`src/rtl/mtu_pkg.sv`:
```
// ============================================================================
// Module      : mtu_pkg
// Description : Shared types and constants for the MTU context-switch block.
//               Optional feature macro: MTU_CTXSW_VERIFY_EN (adds CHECK state).
// Revision    : 1.0 - initial release
// ============================================================================
`default_nettype none

package mtu_pkg;

    localparam int unsigned CTX_W               = 4;
    localparam logic [31:0] MTU_CFG_ADR_DEFAULT = 32'h0000_0000;

    typedef enum logic [1:0] {
        ST_IDLE  = 2'd0,
        ST_WRITE = 2'd1,
`ifdef MTU_CTXSW_VERIFY_EN
        ST_CHECK = 2'd2,
`endif
        ST_DONE  = 2'd3
    } state_e;

    // The status word sits directly after the last table entry.
    function automatic logic is_status_idx(input logic [CTX_W-1:0] idx,
                                           input int unsigned      nctx);
        return {1'b0, idx} == 5'(nctx);
    endfunction

endpackage

`default_nettype wire

```
`src/rtl/mtu_ctx_table.sv`:
```
// ============================================================================
// Module      : mtu_ctx_table
// Description : NCTX x 32 translation-base register file, byte-enable write,
//               two asynchronous read ports (slave side and sequencer side).
// Revision    : 1.0 - initial release
// ============================================================================
`default_nettype none

module mtu_ctx_table
    import mtu_pkg::*;
#(
    parameter int unsigned NCTX = 8
) (
    input  logic             clk_i,
    input  logic             rst_ni,
    input  logic             we_i,
    input  logic [CTX_W-1:0] widx_i,
    input  logic [3:0]       wsel_i,
    input  logic [31:0]      wdat_i,
    input  logic [CTX_W-1:0] ridx_a_i,
    output logic [31:0]      rdat_a_o,
    input  logic [CTX_W-1:0] ridx_b_i,
    output logic [31:0]      rdat_b_o
);

    logic [31:0] mem_q [NCTX];

    for (genvar e = 0; e < NCTX; e++) begin : g_entry
        always_ff @(posedge clk_i or negedge rst_ni) begin
            if (!rst_ni) begin
                mem_q[e] <= '0;
            end else if (we_i && (widx_i == CTX_W'(e))) begin
                for (int b = 0; b < 4; b++) begin
                    if (wsel_i[b]) begin
                        mem_q[e][8*b +: 8] <= wdat_i[8*b +: 8];
                    end
                end
            end
        end
    end

    // Out-of-range indices read as zero.
    always_comb begin
        rdat_a_o = '0;
        rdat_b_o = '0;
        for (int i = 0; i < int'(NCTX); i++) begin
            if (ridx_a_i == CTX_W'(i)) rdat_a_o = mem_q[i];
            if (ridx_b_i == CTX_W'(i)) rdat_b_o = mem_q[i];
        end
    end

endmodule

`default_nettype wire

```
`src/rtl/wb_mtu_ctxsw.sv`:
```
// ============================================================================
// Module      : wb_mtu_ctxsw
// Description : MTU context-switch sequencer: Wishbone slave context table plus
//               a Wishbone master that loads the selected base into the MTU.
//               Optional feature macro: MTU_CTXSW_VERIFY_EN (write readback).
// Revision    : 1.0 - initial release
// ============================================================================
`default_nettype none

module wb_mtu_ctxsw
    import mtu_pkg::*;
#(
    parameter int unsigned NCTX        = 8,
    parameter int unsigned TIMEOUT     = 255,
    parameter logic [31:0] MTU_CFG_ADR = MTU_CFG_ADR_DEFAULT
) (
    input  logic             clk_i,
    input  logic             rst_ni,
    input  logic [31:0]      s_adr_i,
    input  logic [31:0]      s_dat_i,
    output logic [31:0]      s_dat_o,
    input  logic [3:0]       s_sel_i,
    input  logic             s_we_i,
    input  logic             s_stb_i,
    input  logic             s_cyc_i,
    output logic             s_ack_o,
    input  logic             sw_req_i,
    input  logic [CTX_W-1:0] sw_ctx_i,
    output logic             sw_ack_o,
    output logic             sw_err_o,
    output logic             busy_o,
    output logic [CTX_W-1:0] cur_ctx_o,
    output logic [31:0]      m_adr_o,
    output logic [31:0]      m_dat_o,
    output logic [3:0]       m_sel_o,
    output logic             m_we_o,
    output logic             m_stb_o,
    output logic             m_cyc_o,
    input  logic             m_ack_i,
    input  logic [31:0]      m_dat_i
);

    state_e           state_q, state_d;
    logic [CTX_W-1:0] cur_ctx_q, cur_ctx_d;
    logic [CTX_W-1:0] req_ctx_q, req_ctx_d;
    logic [31:0]      m_dat_q, m_dat_d;
    logic [7:0]       tmo_q, tmo_d;
    logic             m_cyc_q, m_cyc_d;
    logic             m_we_q, m_we_d;
    logic             sw_ack_q, sw_ack_d;
    logic             sw_err_q, sw_err_d;
    logic             s_ack_q;
    logic [31:0]      s_dat_q;

    logic [CTX_W-1:0] w_s_idx;
    logic             w_s_req;
    logic             w_s_in_tbl;
    logic [31:0]      w_tbl_s_rdat;
    logic [31:0]      w_tbl_sw_rdat;
    logic [31:0]      w_s_rdat;
    logic             w_tmo;
    logic             w_ctx_bad;
    logic             w_unused;

    assign w_s_idx    = s_adr_i[5:2];
    assign w_s_req    = s_cyc_i & s_stb_i & ~s_ack_q;
    assign w_s_in_tbl = {1'b0, w_s_idx} < 5'(NCTX);
    assign w_tmo      = (tmo_q == 8'(TIMEOUT - 1));
    assign w_ctx_bad  = {1'b0, sw_ctx_i} >= 5'(NCTX);
    assign w_unused   = ^{s_adr_i[31:6], s_adr_i[1:0]};

    mtu_ctx_table #(
        .NCTX (NCTX)
    ) u_table (
        .clk_i    (clk_i),
        .rst_ni   (rst_ni),
        .we_i     (w_s_req & s_we_i & w_s_in_tbl),
        .widx_i   (w_s_idx),
        .wsel_i   (s_sel_i),
        .wdat_i   (s_dat_i),
        .ridx_a_i (w_s_idx),
        .rdat_a_o (w_tbl_s_rdat),
        .ridx_b_i (sw_ctx_i),
        .rdat_b_o (w_tbl_sw_rdat)
    );

    always_comb begin
        w_s_rdat = '0;
        if (w_s_in_tbl) begin
            w_s_rdat = w_tbl_s_rdat;
        end else if (is_status_idx(w_s_idx, NCTX)) begin
            w_s_rdat = {27'b0, busy_o, cur_ctx_q};
        end
    end

    always_ff @(posedge clk_i or negedge rst_ni) begin
        if (!rst_ni) begin
            s_ack_q <= 1'b0;
            s_dat_q <= '0;
        end else begin
            s_ack_q <= w_s_req;
            if (w_s_req && !s_we_i) begin
                s_dat_q <= w_s_rdat;
            end
        end
    end

    always_ff @(posedge clk_i or negedge rst_ni) begin
        if (!rst_ni) begin
            state_q   <= ST_IDLE;
            cur_ctx_q <= '0;
            req_ctx_q <= '0;
            m_dat_q   <= '0;
            tmo_q     <= '0;
            m_cyc_q   <= 1'b0;
            m_we_q    <= 1'b0;
            sw_ack_q  <= 1'b0;
            sw_err_q  <= 1'b0;
        end else begin
            state_q   <= state_d;
            cur_ctx_q <= cur_ctx_d;
            req_ctx_q <= req_ctx_d;
            m_dat_q   <= m_dat_d;
            tmo_q     <= tmo_d;
            m_cyc_q   <= m_cyc_d;
            m_we_q    <= m_we_d;
            sw_ack_q  <= sw_ack_d;
            sw_err_q  <= sw_err_d;
        end
    end

    always_comb begin
        state_d   = state_q;
        cur_ctx_d = cur_ctx_q;
        req_ctx_d = req_ctx_q;
        m_dat_d   = m_dat_q;
        tmo_d     = tmo_q;
        m_cyc_d   = m_cyc_q;
        m_we_d    = m_we_q;
        sw_ack_d  = 1'b0;
        sw_err_d  = 1'b0;
        case (state_q)
            ST_IDLE: begin
                if (sw_req_i) begin
                    if (w_ctx_bad) begin
                        sw_err_d = 1'b1;
                        state_d  = ST_DONE;
                    end else if (sw_ctx_i == cur_ctx_q) begin
                        sw_ack_d = 1'b1;
                        state_d  = ST_DONE;
                    end else begin
                        // Base is captured here so later table writes cannot alter this switch.
                        req_ctx_d = sw_ctx_i;
                        m_dat_d   = w_tbl_sw_rdat;
                        tmo_d     = '0;
                        m_cyc_d   = 1'b1;
                        m_we_d    = 1'b1;
                        state_d   = ST_WRITE;
                    end
                end
            end
            ST_WRITE: begin
                tmo_d = tmo_q + 8'd1;
                if (m_ack_i) begin
`ifdef MTU_CTXSW_VERIFY_EN
                    tmo_d   = '0;
                    m_we_d  = 1'b0;
                    state_d = ST_CHECK;
`else
                    m_cyc_d   = 1'b0;
                    m_we_d    = 1'b0;
                    cur_ctx_d = req_ctx_q;
                    sw_ack_d  = 1'b1;
                    state_d   = ST_DONE;
`endif
                end else if (w_tmo) begin
                    m_cyc_d  = 1'b0;
                    m_we_d   = 1'b0;
                    sw_err_d = 1'b1;
                    state_d  = ST_DONE;
                end
            end
`ifdef MTU_CTXSW_VERIFY_EN
            ST_CHECK: begin
                tmo_d = tmo_q + 8'd1;
                if (m_ack_i) begin
                    m_cyc_d = 1'b0;
                    state_d = ST_DONE;
                    if (m_dat_i == m_dat_q) begin
                        cur_ctx_d = req_ctx_q;
                        sw_ack_d  = 1'b1;
                    end else begin
                        sw_err_d = 1'b1;
                    end
                end else if (w_tmo) begin
                    m_cyc_d  = 1'b0;
                    sw_err_d = 1'b1;
                    state_d  = ST_DONE;
                end
            end
`endif
            ST_DONE: begin
                state_d = ST_IDLE;
            end
            default: begin
                state_d = ST_IDLE;
            end
        endcase
    end

    assign s_ack_o   = s_ack_q;
    assign s_dat_o   = s_dat_q;
    assign sw_ack_o  = sw_ack_q;
    assign sw_err_o  = sw_err_q;
    assign busy_o    = (state_q != ST_IDLE);
    assign cur_ctx_o = cur_ctx_q;
    assign m_adr_o   = MTU_CFG_ADR;
    assign m_dat_o   = m_dat_q;
    assign m_sel_o   = 4'hF;
    assign m_we_o    = m_we_q;
    assign m_stb_o   = m_cyc_q;
    assign m_cyc_o   = m_cyc_q;

endmodule

`default_nettype wire
```
`config.mk`:
```
export PLATFORM = sky130hd
export DESIGN_NAME = wb_mtu_ctxsw
export DESIGN_NICKNAME = d
export VERILOG_FILES = /design/src/rtl/mtu_pkg.sv /design/src/rtl/mtu_ctx_table.sv /design/src/rtl/wb_mtu_ctxsw.sv
export SDC_FILE = /design/constraint.sdc
export NUM_CORES = 1
export LEC_CHECK = 0
export BUFFER_PORTS_ARGS = -buffer_cell sky130_fd_sc_hd__buf_4
export CAP_MARGIN = 5
export CORE_MARGIN = 2
export CORE_UTILIZATION = 50
export DETAILED_ROUTE_END_ITERATION = 8
export GPL_TIMING_DRIVEN = 0
export PLACE_DENSITY = 0.71
export SETUP_SLACK_MARGIN = 0.05
export SYNTH_ARGS = -nofsm -noshare
export SYNTH_HDL_FRONTEND = slang
export SYNTH_SLANG_ARGS = --single-unit
```
`constraint.sdc`:
```
create_clock -name clk_i -period 1.9 [get_ports clk_i]
set_clock_uncertainty 0.2 [all_clocks]
set_input_delay 0.285 -clock clk_i [delete_from_list [all_inputs] [get_ports clk_i]]
set_output_delay 0.285 -clock clk_i [all_outputs]
set_load 0.02 [all_outputs]
```
[Yosys cells after proc, flatten, opt, wreduce, memory -nomap -nowiden]
Index checks and enable logic that the tools add are counted.
Operators by class
  $add $sub $neg: 1
  $lt $le $gt $ge: 2
  eq/ne operators: 22
  muxes and demuxes: 44
  bitwise operators: 7
  reductions and logical operators: 52
Operators by type and width (count)
  two-way mux 32 bit: 17
  AND reduction 2 bit: 34
  == test 4 x 3 -> 1 bit (second input constant): 8
  two-way mux 8 bit: 3
  == test 4 x 2 -> 1 bit (second input constant): 4
  one-hot mux 8 bit (2 select lines): 1
  two-way mux 1 bit: 13
  two-way mux 2 bit: 5
  logical AND 1 bit: 9
  adder 8 x 1 -> 8 bit (second input constant): 1
  == test 4 x 1 -> 1 bit (second input constant): 2
  == test 8 bit (second input constant): 1
  zero test 4 bit: 2
  AND reduction 4 bit: 2
  inequality test 2 bit (second input constant): 3
  one-hot mux 1 bit (2 select lines): 3
  two-way mux 5 bit: 1
  AND reduction 5 bit: 1
  AND 1 bit: 4
  == test 4 bit: 1
  == test 4 bit (second input constant): 1
  >= comparator 4 bit (second input constant): 1
  less-than comparator 4 bit (second input constant): 1
  one-hot mux 2 bit (2 select lines): 1
  other kinds (6): 9
Word-level totals
  register bits: 342
  output and inout port bits: 111
  word-level logic and storage cells: 170

[Longest topological paths before layout]
  word-level depth: 10
  gate-level depth with buffers: 8
  depth with buffers taken out: 7

[By module]
From an unflattened synthesis, not the netlist that was laid out.
Unflattened totals
  cell total of the unflattened synthesis: 1619
  area, all modules: 18300.1 um2
By module, submodules not included
  mtu_ctx_table: instances 1, cells each 1264, area each 14207.4 um2, seq. area each 6406.1 um2
  wb_mtu_ctxsw: instances 1, cells each 355, area each 4092.7 um2, seq. area each 2152.1 um2

[Worst setup path after synthesis]
OpenSTA, ideal clock, no wires.
  path kind: reg2reg
  start point: register state_q[0]
  end point: register m_dat_q[10] (netlist: m_dat_o[10])
  library setup time: 0.126 ns
  arrival: 1.815 ns
  required time: 1.574 ns
  setup slack: -0.241 ns
  cell stages (with the launch flop): 8
  buffers on the path: 3
  cells stage by stage: dfrtp_1 -> buf_2 -> or2_1 -> nand2b_1 -> nand2b_1 -> buf_2 -> buf_2 -> a221o_1
On the way
  word-level cells in the longest chain between the ends: 2
RTL lines
  start: declaration: line wb_mtu_ctxsw.sv:43  | state_e state_q, state_d;
  start signal: assignment: line wb_mtu_ctxsw.sv:120  | state_q <= state_d;
  zero test 2 bit: line wb_mtu_ctxsw.sv:142  | case (state_q)
  AND reduction 4 bit (no line)
  end signal: assignment: line wb_mtu_ctxsw.sv:123  | m_dat_q <= m_dat_d;
  end: declaration: line wb_mtu_ctxsw.sv:46  | logic [31:0] m_dat_q, m_dat_d;
Every way passes these cells.
A chain may end at the register's enable or synchronous reset.

[Worst setup path after layout]
  start point: input sw_ctx_i[0]
  end point: register m_dat_q[27] (netlist: m_dat_o[27])
On the way
  word-level cells in the longest chain between the ends: 9
  elaborated cells between the ends (all ways): 21
  those cells by class: 1 x order compare; 8 x eq/ne; 8 x mux; 2 x bitwise; 2 x reduce/logical
RTL lines
  start: declaration: line wb_mtu_ctxsw.sv:28  | input logic [CTX_W-1:0] sw_ctx_i,
  zero test 4 bit: line mtu_ctx_table.sv:48  | if (ridx_b_i == CTX_W'(i)) rdat_b_o = mem_q[i];
  two-way mux 32 bit (8 in a row): line mtu_ctx_table.sv:48
Parallel ways exist; a longest one is shown, timed or not.

==> metrics <==
critical path type in2reg; GP Congestion 1.00; routed length per instance 30.9 um; Total Routed Length 76900 um; Max Buffers Root-to-Sink 3; core area 35700 um^2; register area 8560 um^2; FFs w/ async S/R, synth 100%; GRT overflow 0; root buffer cell clkbuf_16; commonest non-fill, non-tap cell in the layout dfrtp_1; post-synthesis sequential area ratio 47.0%; die height 195 um; Post-Syn Instances 1693; syn_area_per_cell 10.8 um^2; vias in the first global route 16804; CP Data Required Time 2.18 ns; setup TNS -36.48 ns; first-pass GRT wire length 111000 um; warnings from Yosys 0; clock share of power 35.1%; fillers 2608; post-detail-place hpwl 48200 um; max cap viols 0; failing checks hold timing, setup timing; die area 38000 um^2; final layout net count 2115; area delta synth->final 34.1%; Synth cell types 71; status finished with violations; Slowest-stage cell, CP clkdlybuf4s15_1; Hold Crit Class in2async; Cell Area, Placed 20100 um^2; RSZ-0062 raised after global routing true; Sequential Power Share 39.9%; Vias/cell 6.95; post-layout instance area 24400 um^2; I/O pin cnt 222; CP Cell Sequence buf_4, inv_1, buf_2, clkdlybuf4s15_1, o211ai_1, a211oi_1, a221o_1; worst-skew pair later-pin latency 0.55 ns; CTS sink cnt 342; Comb pwr share 25.1%; worst stage delay on the critical path 0.76 ns; IO buf count 122; Die Wd 195 um; Slew Limit Fails 0; DR iter-0 viols 2678; P per Cell Area 922 nW/um^2; Hold Buf Count CTS 39; DRC Markers 0; switching share of power 31.0%; Worst VDD drop 0.716 mV; largest net degree at the start of global routing 121; Final Util 68.3%; relative slew slack 33.1%; area of the multi-input gates 10000 um^2; antenna violations before repair 1; Primary FF master, synth dfrtp_1; fraction of layout cells with a size suffix above 1 40.9%; most frequent cells in the layout dfrtp_1, mux2_2, buf_4, a21oi_1, nor2_1; drt pass-1 iters 9; worst hold slack -0.512 ns; DRT antenna net count 0; Final Setup Violations 313; Lkg Pwr 11.1 nW; Post-synth EDFFs 0; CTS tree yes; synthesized area 18200 um^2; CP Data Arrival Time 2.45 ns; maximum operating frequency 461 MHz; worst setup margin -0.270 ns; CTS HTree Levels 2; crit end category flop; FF+latch count, synth 342; internal power 15.5 mW; Slew @ Worst Pin 1.00 ns; Clock Pin Slew Worst Setup and Hold Paths 0.06 ns; period utilization 114%; Crit path max-delay family buffers and inverters; CP Launch Type primary input; Worst Path Buf+Inv 4; Max FO, Critical Path 10; initial core utilization 51.0%; Site Rows 69; Final Hold Viols 135; Via Count 17322; Final min period 2.17 ns; Sw Pwr 6.98 mW; CTS Buf Count 38; GRT Overall Usage 39.6%
==> final timing paths <==
check / startpoint / end / cells after the start / slack, ns
worst max register to register: cur_ctx_o[3]$_DFFE_PN0P_ / m_dat_o[14]$_DFFE_PN0P_ / 8 / -0.27
min in group clk_i: s_sel_i[1] / u_table.mem_q[238]$_DFFE_PN0P_ / 3 / 0.04
worst min register to register: s_dat_o[2]$_DFFE_PN0P_ / s_dat_o[2]$_DFFE_PN0P_ / 2 / 0.28
worst min-delay path: rst_ni / u_table.mem_q[4]$_DFFE_PN0P_ / 1 / -0.51
max in group asynchronous: rst_ni / u_table.mem_q[195]$_DFFE_PN0P_ / 3 / 0.64
worst max-delay path: sw_ctx_i[0] / m_dat_o[27]$_DFFE_PN0P_ / 7 / -0.27
==> layout make-up <==
| class | instances | area share [%] |
|---|---|---|
| multi-input combinational | 1172 | 41.1 |
| sequential | 342 | 35.1 |
| timing repair buffer | 236 | 9.88 |
| buffer | 166 | 5.56 |
| clock buffer | 56 | 4.59 |
| tap | 461 | 2.36 |
| clock inverter | 11 | 0.768 |
| inverter | 46 | 0.707 |
| antenna | 1 | 0.0102 |
==> kinds of logic after synthesis <==
family	share of synthesized area [%]
flops	47.0
buf+inv	5.78
mux	18.1
compound gates	17.9
other cells	0.0412
fa+ha+maj	0.137
simple gates	10.7
xor+xnor	0.337
==> per-layer routing <==
layer  up-vias  global-route usage (%)  part of all wire, %
li1       6936                       -                    -
met1      8596                    51.1                   38
met2      1401                    58.7                   43
met3       389                    12.4                   12
met4         0                    23.4                  7.1
met5         -                       0                    0
==> power groups by stage <==
stage | clock [mW] | sequential [mW] | combinational, mW
finish | 7.89 | 8.97 | 5.65
global placement | 0 | 9.00 | 4.40
CTS | 7.89 | 8.91 | 5.20
detailed placement | 0 | 9.03 | 4.51
global route | 8.20 | 9.05 | 5.89
floorplan | 0 | 9.32 | 2.19
==> cells in the mapped netlist (30+ instances only) <==
master / n / area (um^2)
nor2_1: 87 / 327
dfrtp_1: 342 / 8560
a211oi_1: 74 / 556
o21ai_0: 64 / 320
a21oi_1: 96 / 480
mux2_2: 277 / 3120
a221o_1: 46 / 460
clkbuf_1: 74 / 278
inv_1: 46 / 173
and3_1: 30 / 188
buf_2: 37 / 185
nand2_1: 84 / 315
buf_4: 45 / 338
==> state kept, by name (all words and copies together) (netlist names), 2 cells and up <==
signal and cells:
state_q 2, tmo_q 8, req_ctx_q 4, u_table.mem_q 256, s_dat_o 32, m_dat_o 32
cur_ctx_o 4
==> worst register-to-register path, cell delays in order (launching register included) <==
cell      delay, ns
dfrtp_2        0.44
xnor2_2        0.21
nand4_1        0.22
nand2b_4       0.16
buf_12         0.15
nor2_4         0.05
buf_12         0.16
buf_12         0.16
a221o_1        0.30
==> stage by stage <==
step | setup slack, ns | cells | total power [mW] | hold WS (ns)
floorplan | -0.0427 | 1727 | 11.5 | -0.211
detailed placement | -1.29 | 2314 | 13.5 | 0.0563
CTS | -0.179 | 2465 | 22.0 | -0.498
finish | -0.270 | 2491 | 22.5 | -0.512
global route | -0.321 | 2490 | 23.1 | -0.471
global placement | -3.25 | 2310 | 13.4 | 0.253
==> repair_timing <==
item | in CTS | in global routing
pin swaps | 52 | 34
cloned | 8 | 4
endpoints found under the setup margin | 329 | 334
gates resized for setup | 287 | 118
buffers inserted | 37 | 25
endpoints found under the hold margin | 398 | 61
(Power assumes the default switching activity.)
